### config.mk
export PLATFORM = sky130hd
export DESIGN_NAME = cpu_fetch
export DESIGN_NICKNAME = d
export VERILOG_FILES = /design/src/rtl/cpu_fetch_pkg.sv /design/src/rtl/cpu_fetch_watchdog.sv /design/src/rtl/cpu_fetch.sv
export SDC_FILE = /design/constraint.sdc
export NUM_CORES = 1
export LEC_CHECK = 0
export CAP_MARGIN = 40
export CORE_UTILIZATION = 42
export DETAILED_ROUTE_END_ITERATION = 10
export HOLD_SLACK_MARGIN = 0.1
export PLACE_DENSITY = 0.9
export SLEW_MARGIN = 30
export SYNTH_ARGS = -nofsm -noshare
export SYNTH_HDL_FRONTEND = slang
export SYNTH_SLANG_ARGS = --single-unit
### constraint.sdc
create_clock -name clk -period 3.3 [get_ports clk]
set_clock_uncertainty 0.1 [all_clocks]
set_input_delay 0.33 -clock clk [delete_from_list [all_inputs] [get_ports clk]]
set_output_delay 0.33 -clock clk [all_outputs]
set_load 0.005 [all_outputs]
### src/rtl/cpu_fetch_pkg.sv
// Shared types and constants for the CPU fetch path: address type, fetch FSM
// state encoding and the architectural reset/halt addresses.
package codes;

   typedef logic [31:0] size_t;

   typedef enum logic [1:0] {
      ST_IDLE   = 2'd0,
      ST_REQ    = 2'd1,
      ST_DATA   = 2'd2,
      ST_HALTED = 2'd3
   } fetch_state_t;

   localparam size_t RESET_VECTOR = 32'hBFC00000;
   localparam size_t HALT_ADDR    = 32'h0;

   function automatic logic is_misaligned(input size_t addr);
      return addr[1:0] != 2'b00;
   endfunction

endpackage

### src/rtl/cpu_fetch_watchdog.sv
// Counts consecutive stalled REQ cycles and flags when the limit is reached.
// Only instantiated when CPU_FETCH_TIMEOUT_EN is defined.
module cpu_fetch_watchdog #(
   parameter int LIMIT = 255
) (
   input  logic clk,
   input  logic reset,
   input  logic clear,
   input  logic stall,
   output logic expired
);

   localparam logic [7:0] LIMIT_CNT = 8'(LIMIT);

   logic [7:0] count_q;

   // Saturates at the limit so the flag stays up until the FSM leaves REQ.
   always_ff @(posedge clk) begin
      if (reset || clear) begin
         count_q <= 8'd0;
      end else if (stall && (count_q != LIMIT_CNT)) begin
         count_q <= count_q + 8'd1;
      end
   end

   assign expired = (count_q == LIMIT_CNT);

endmodule

### src/rtl/cpu_fetch.sv
// Instruction fetch unit: one single-word Avalon read per PC, halts on PC 0 or a
// misaligned PC. Optional REQ stall timeout enabled by CPU_FETCH_TIMEOUT_EN.
module cpu_fetch
   import codes::*;
#(
   parameter int TIMEOUT_CYCLES = 255
) (
   input  logic        clk,
   input  logic        reset,
   input  logic [31:0] pc_i,
   input  logic        fetch_req,
   output logic [31:0] avm_address,
   output logic        avm_read,
   output logic [3:0]  avm_byteenable,
   input  logic        avm_waitrequest,
   input  logic [31:0] avm_readdata,
   output logic [31:0] instr_o,
   output logic        instr_valid_o,
   output logic        pc_wen_o,
   output logic        busy_o,
   output logic        active_o,
   output logic        fault_o,
   output logic [1:0]  state_o
);

   fetch_state_t state_q, state_d;
   logic         set_fault;
   logic         timeout;
   size_t        addr_q;
   logic [31:0]  instr_q;
   logic         valid_q;
   logic         active_q;
   logic         fault_q;

`ifdef CPU_FETCH_TIMEOUT_EN
   cpu_fetch_watchdog #(
      .LIMIT (TIMEOUT_CYCLES)
   ) u_watchdog (
      .clk     (clk),
      .reset   (reset),
      .clear   (state_q != ST_REQ),
      .stall   ((state_q == ST_REQ) && avm_waitrequest),
      .expired (timeout)
   );
`else
   assign timeout = 1'b0;
`endif

   always_ff @(posedge clk) begin
      if (reset) begin
         state_q <= ST_IDLE;
      end else begin
         state_q <= state_d;
      end
   end

   always_comb begin
      state_d   = state_q;
      set_fault = 1'b0;
      unique case (state_q)
         ST_IDLE: begin
            if (fetch_req) begin
               if (pc_i == HALT_ADDR) begin
                  state_d = ST_HALTED;
               end else if (is_misaligned(pc_i)) begin
                  state_d   = ST_HALTED;
                  set_fault = 1'b1;
               end else begin
                  state_d = ST_REQ;
               end
            end
         end
         ST_REQ: begin
            // A timeout wins even if the slave releases waitrequest on the same edge.
            if (timeout) begin
               state_d   = ST_HALTED;
               set_fault = 1'b1;
            end else if (!avm_waitrequest) begin
               state_d = ST_DATA;
            end
         end
         ST_DATA:   state_d = ST_IDLE;
         ST_HALTED: state_d = ST_HALTED;
         default:   state_d = ST_IDLE;
      endcase
   end

   always_ff @(posedge clk) begin
      if (reset) begin
         addr_q   <= '0;
         instr_q  <= '0;
         valid_q  <= 1'b0;
         active_q <= 1'b1;
         fault_q  <= 1'b0;
      end else begin
         if (state_d == ST_HALTED) begin
            addr_q <= '0;
         end else if ((state_q == ST_IDLE) && (state_d == ST_REQ)) begin
            addr_q <= pc_i;
         end
         if (state_q == ST_DATA) begin
            instr_q <= avm_readdata;
         end
         valid_q  <= (state_q == ST_DATA);
         active_q <= (state_d != ST_HALTED);
         fault_q  <= fault_q | set_fault;
      end
   end

   assign avm_read       = (state_q == ST_REQ);
   assign avm_byteenable = avm_read ? 4'hF : 4'h0;
   assign avm_address    = addr_q;
   assign busy_o         = (state_q == ST_REQ) || (state_q == ST_DATA);
   assign instr_o        = instr_q;
   assign instr_valid_o  = valid_q;
   assign pc_wen_o       = valid_q;
   assign active_o       = active_q;
   assign fault_o        = fault_q;
   assign state_o        = state_q;

endmodule

# Word level (Yosys, flattened, before mapping)
# Index checks and enable logic that the tools add are counted.
# op_classes
reduce_logical	6
bitwise_logic	1
eq_ne	6
muxes	10
# ops
op	n
$logic_not A32 Y1	1
$mux W2	4
$pmux W2 S4	1
$eq A2 B2 Y1 const B	3
$eq A2 B1 Y1 const B	2
$mux W1	4
$mux W4	1
$logic_not A2 Y1	1
$ne A2 B2 Y1 const B	1
$reduce_bool A2 Y1	1
$reduce_or A2 Y1	1
$logic_and A1 B1 Y1	1
$logic_or A1 B1 Y1	1
$or A1 B1 Y1	1
# totals
output_inout_bits	76
ff_bits	69
elab_cells	29

# Depth between registers and ports, before layout
# depth
word_depth	7
depth_mapped	9
ltp_nobuf	7

# Worst setup path before layout
# No wires, ideal clock.
# synth_path
path_type	flip-flop to flip-flop
startpoint	reg state_q[0] (netlist: state_o[0])
endpoint	reg addr_q[10] (netlist: avm_address[10])
synth_period_minus_slack_ps	1919
required_time_ps	3136
path_buffers	2
setup_slack_ps	1381
arrival_ps	1755
stages_incl_launch_ff	10
cell_sequence	dfxtp_1 inv_1 ha_1 clkbuf_1 a311oi_1 a21o_1 inv_1 a31o_2 buf_4 nor2_1
# synth_via
elab_chain_cells	4
# synth_lines
item	line_no	source
start: declaration	cpu_fetch.sv:26	fetch_state_t state_q, state_d;
start signal: assignment	cpu_fetch.sv:53	state_q <= state_d;
$eq A2 B2 Y1 (tied with other cells)	cpu_fetch.sv:60	unique case (state_q)
$pmux W2 S4	cpu_fetch.sv:60	
$eq A2 B2 Y1 / $eq A2 B1 Y1 (equally long branches)	cpu_fetch.sv:96, cpu_fetch.sv:98	
$reduce_or A2 Y1 (no line) / $logic_and A1 B1 Y1 (equally long branches)	--	
end signal: assignment	cpu_fetch.sv:99	addr_q <= pc_i;
end: declaration	cpu_fetch.sv:29	size_t addr_q;
# Parallel ways exist; a longest one is shown, timed or not.
# A chain may end at the register's enable or synchronous reset.

# Worst setup path in the final report
# layout_path
startpoint	in pc_i[4]
endpoint	reg addr_q[3] (netlist: avm_address[3])
# layout_via
elab_chain_cells	6
# layout_lines
item	line_no	source
start: declaration	cpu_fetch.sv:10	input logic [31:0] pc_i,
$logic_not A32 Y1 *	cpu_fetch.sv:63	if (pc_i == HALT_ADDR) begin
$mux W2 *	cpu_fetch.sv:63	
$mux W2 *	cpu_fetch.sv:62	if (fetch_req) begin
$pmux W2 S4 *	cpu_fetch.sv:60	
$eq A2 B2 Y1 / $eq A2 B1 Y1 (equally long branches)	cpu_fetch.sv:96, cpu_fetch.sv:98	
$reduce_or A2 Y1 (no line) / $logic_and A1 B1 Y1 (equally long branches)	--	
# Mark *: on every way between the ends. The rest lies on a longest branch, timed or not.

==> summary.txt <==
Floorplanning
  • Die W: 81.6 µm
  • Initial core utilization: 44.2%
  • Core area: 6030 µm²
  • I/O Pins: 144
  • Height of the die: 81.6 µm
  • Die area: 6660 µm²
  • Row cnt: 28

Critical path
  • WS Path Type: primary input to register
  • Worst reg2reg path depth: 8
  • Critical path depth: 7
  • Slowest-stage cell, CP: clkdlybuf4s50_1
  • Buf/Inv on CP: 2
  • Delay-heaviest family, CP: buffers and inverters
  • Crit path DAT: 2.40 ns
  • Cell Chain, Critical Path: clkdlybuf4s50_1, nor4_1, nand4_1, o221ai_1, a31o_2, buf_4, nor2_1
  • CP Data Required Time: 3.40 ns
  • Worst path max stage delay: 0.43 ns
  • Critical Path End Type: register
  • CP Launch Type: primary input
  • Worst-path fanout max: 32

Place
  • IO Port Bufs: 143
  • GPL Wtd Cong: 0.741
  • Final HPWL DP: 5130 µm
  • Placed Area: 4080 µm²

Clock network
  • CTS Hold Buffers Added: 0
  • Post-CTS setup buffers: 0
  • Post_cts resized: 0
  • TritonCTS clock tree: done
  • Clock Sinks: 69
  • H-Tree Depth: 3
  • Cts bufs inserted: 9
  • Root buf cell: clkbuf_8
  • Worst skew pair latency: 0.32 ns
  • Bufs on Longest Clock Path: 2
  • Clock transition at path regs: 0.07 ns

Detailed routing
  • Vias per inst: 5.06
  • Pre-antenna DRT Iters: 4
  • Initial DRC count: 124
  • WL final: 7040 µm
  • WL per Instance: 14.9 µm
  • Drt drc: 0
  • Vias: 2399
  • Routed Antenna Nets: 0

Timing
  • Highest clock rate: 435 MHz
  • Min Clock Period, post-route: 2.30 ns
  • Slew HR: 69.3%
  • Hold WS: 0.354 ns
  • Post-Route Setup TNS: 0 ns
  • RSZ-0062 raised after global routing: no
  • Slew Viols, Final: 0
  • Worst Tran Pin Value: 0.461 ns
  • Final setup fails: 0
  • Final period utilization: 69.7%
  • Final hold viol count: 0

Synthesis
  • Post-Syn Nets: 330
  • #FFs+latches synth: 69
  • Synth Area per Inst: 10.3 µm²
  • Synth Cell Area: 2660 µm²
  • Yosys warns: 0
  • Sequential share of the synthesized area: 51.9%
  • Area leader, netlist: dfxtp_1
  • Synth unique cells: 29
  • Cells after synthesis: 258
  • Top cell type's share of synthesized area: 51.9%
  • Synth top area cells: dfxtp_1 (52%), mux2i_1 (12%), nor2_1 (7.8%)

Global route
  • GR Overflow Total: 0
  • GRT Total Usage: 20.9%
  • Initial antenna violation count: 0
  • First-pass GRT wire length: 10500 µm
  • Vias in the first global route: 2284
  • Largest net degree at the start of global routing: 39

Power and ir drop
  • Net switching power: 0.617 mW
  • Sequential share of power: 43.5%
  • Combinational Power Share: 29.1%
  • Internal: 1.60 mW
  • Clock power frac: 27.4%
  • Sw frac: 27.9%
  • P_leak: 1.52 nW
  • Pwr Density: 520 nW/µm²
  • Peak supply drop: 322 µV

Finish
  • Design Area, Final: 4260 µm²
  • Number of fill cells: 474
  • Layout cell share with drive strength beyond 1: 9.77%
  • Final net count: 466
  • Synthesis-to-finish area growth: 59.9%
  • ANT cells: 0

Min path
  • Hold Path Stages: 2
  • Worst Hold Class: register to register

Job
  • Max Cap Viol: 0

Run status
  • Status: finished, final reports clean
==> placed cells by master, fill, tap and decap left out, types with 2 or more instances in the layout <==
cell type	n
clkdlybuf4s50_1	143
dfxtp_1	69
nor2_1	55
mux2i_1	32
a22oi_1	26
nor2_2	12
clkbuf_8	11
nor4_1	8
inv_1	4
a22oi_2	4
buf_4	4
ha_1	3
clkinv_2	3
nand4_1	2
a21oi_1	2
nor3b_1	2
o21ai_0	2
a32oi_1	2
==> cells by family (layout without fill, tap and decap cells) <==
family	after synthesis	after routing	synth area share, %
simple gates	83	83	14.3
buf+inv	27	168	6.58
fa+ha+maj	4	4	1.88
compound gates	43	43	13.3
mux	32	32	12.0
flops	69	69	51.9
==> area by class of cell <==
| type | instances | area [µm²] | area share (%) |
|---|---|---|---|
| clock inverters | 4 | 22.5 | 0.529 |
| repair buffers | 148 | 1480 | 34.8 |
| inverters | 4 | 15.0 | 0.353 |
| well taps | 75 | 93.8 | 2.20 |
| clock buffers | 12 | 155 | 3.64 |
| flip-flops and latches | 69 | 1380 | 32.5 |
| multi-input cells | 162 | 1110 | 26.0 |
==> Yosys cell counts <==
| cell type | n |
|---|---|
| dfxtp_1 | 69 |
| nor2_1 | 55 |
| mux2i_1 | 32 |
| a22oi_1 | 26 |
| nor2_2 | 12 |
| nor4_1 | 8 |
| buf_4 | 6 |
| buf_6 | 6 |
| clkbuf_1 | 6 |
| buf_2 | 5 |
| a22oi_2 | 4 |
| ha_1 | 4 |
| inv_1 | 4 |
| a21oi_1 | 2 |
| a32oi_1 | 2 |
| nand4_1 | 2 |
| nor3b_1 | 2 |
| o21ai_0 | 2 |
| a21o_1 | 1 |
| a311oi_1 | 1 |
| a31o_2 | 1 |
| nand2_1 | 1 |
| nand2b_1 | 1 |
| nor2b_1 | 1 |
| o211ai_1 | 1 |
| o21a_1 | 1 |
| o221ai_1 | 1 |
| o31ai_4 | 1 |
| or3_1 | 1 |
==> state kept, by name, indices dropped and copies added (netlist names) <==
signal and count:
fault_o 1, instr_o 32, state_o 2, active_o 1, instr_valid_o 1, avm_address 32
==> stage by stage <==
stage	power [mW]	setup WS, ns	std cells	utilization [%]
finish	2.21	1.00	474	70.6
global route	2.33	0.877	474	70.6
CTS	2.23	0.999	474	70.6
detailed placement	1.62	0.699	458	67.7
global placement	1.60	0.725	457	67.4
floorplan	1.31	1.38	258	-
==> power by group through the flow <==
stage | Clock [mW] | Combinational, mW | Sequential (mW)
after floorplan | 0 | 0.330 | 0.983
after global placement | 0 | 0.623 | 0.976
after detailed placement | 0 | 0.644 | 0.979
after CTS | 0.621 | 0.647 | 0.963
after global routing | 0.663 | 0.693 | 0.971
final | 0.607 | 0.643 | 0.963
==> worst register-to-register path, delay by kind of cell, from the launching register on <==
family                     cells  cell delay [ns]
and+or+nand+nor                1             0.16
adders and majority gates      1             0.32
DFF                            1             0.44
AOI/OAI and AO/OA              3             0.71
buffers and inverters          3             0.40
==> path summary, 6_finish.rpt <==
check | endpoint | start | slack, ns
max | avm_address[3]$_SDFFE_PP0P_ | pc_i[4] | 1.0
min | fault_o$_SDFF_PP0_ | fault_o$_SDFF_PP0_ | 0.35
min reg2reg | fault_o$_SDFF_PP0_ | fault_o$_SDFF_PP0_ | 0.35
max reg2reg | avm_address[3]$_SDFFE_PP0P_ | state_o[0]$_SDFF_PP0_ | 1.11
==> metal layers <==
| layer | wire [µm] | vias up | global-route usage [%] | share of wire (%) |
|---|---|---|---|---|
| met1 | 2950 | 1131 | 24.9 | 42 |
| met5 | 0 | - | 0 | 0 |
| met2 | 3540 | 86 | 35.3 | 50 |
| met4 | 140 | 0 | 10.4 | 2.0 |
| met3 | 412 | 12 | 4.78 | 5.8 |
| li1 | - | 1170 | - | - |
No activity file was read; power rests on OpenSTA's default activity.
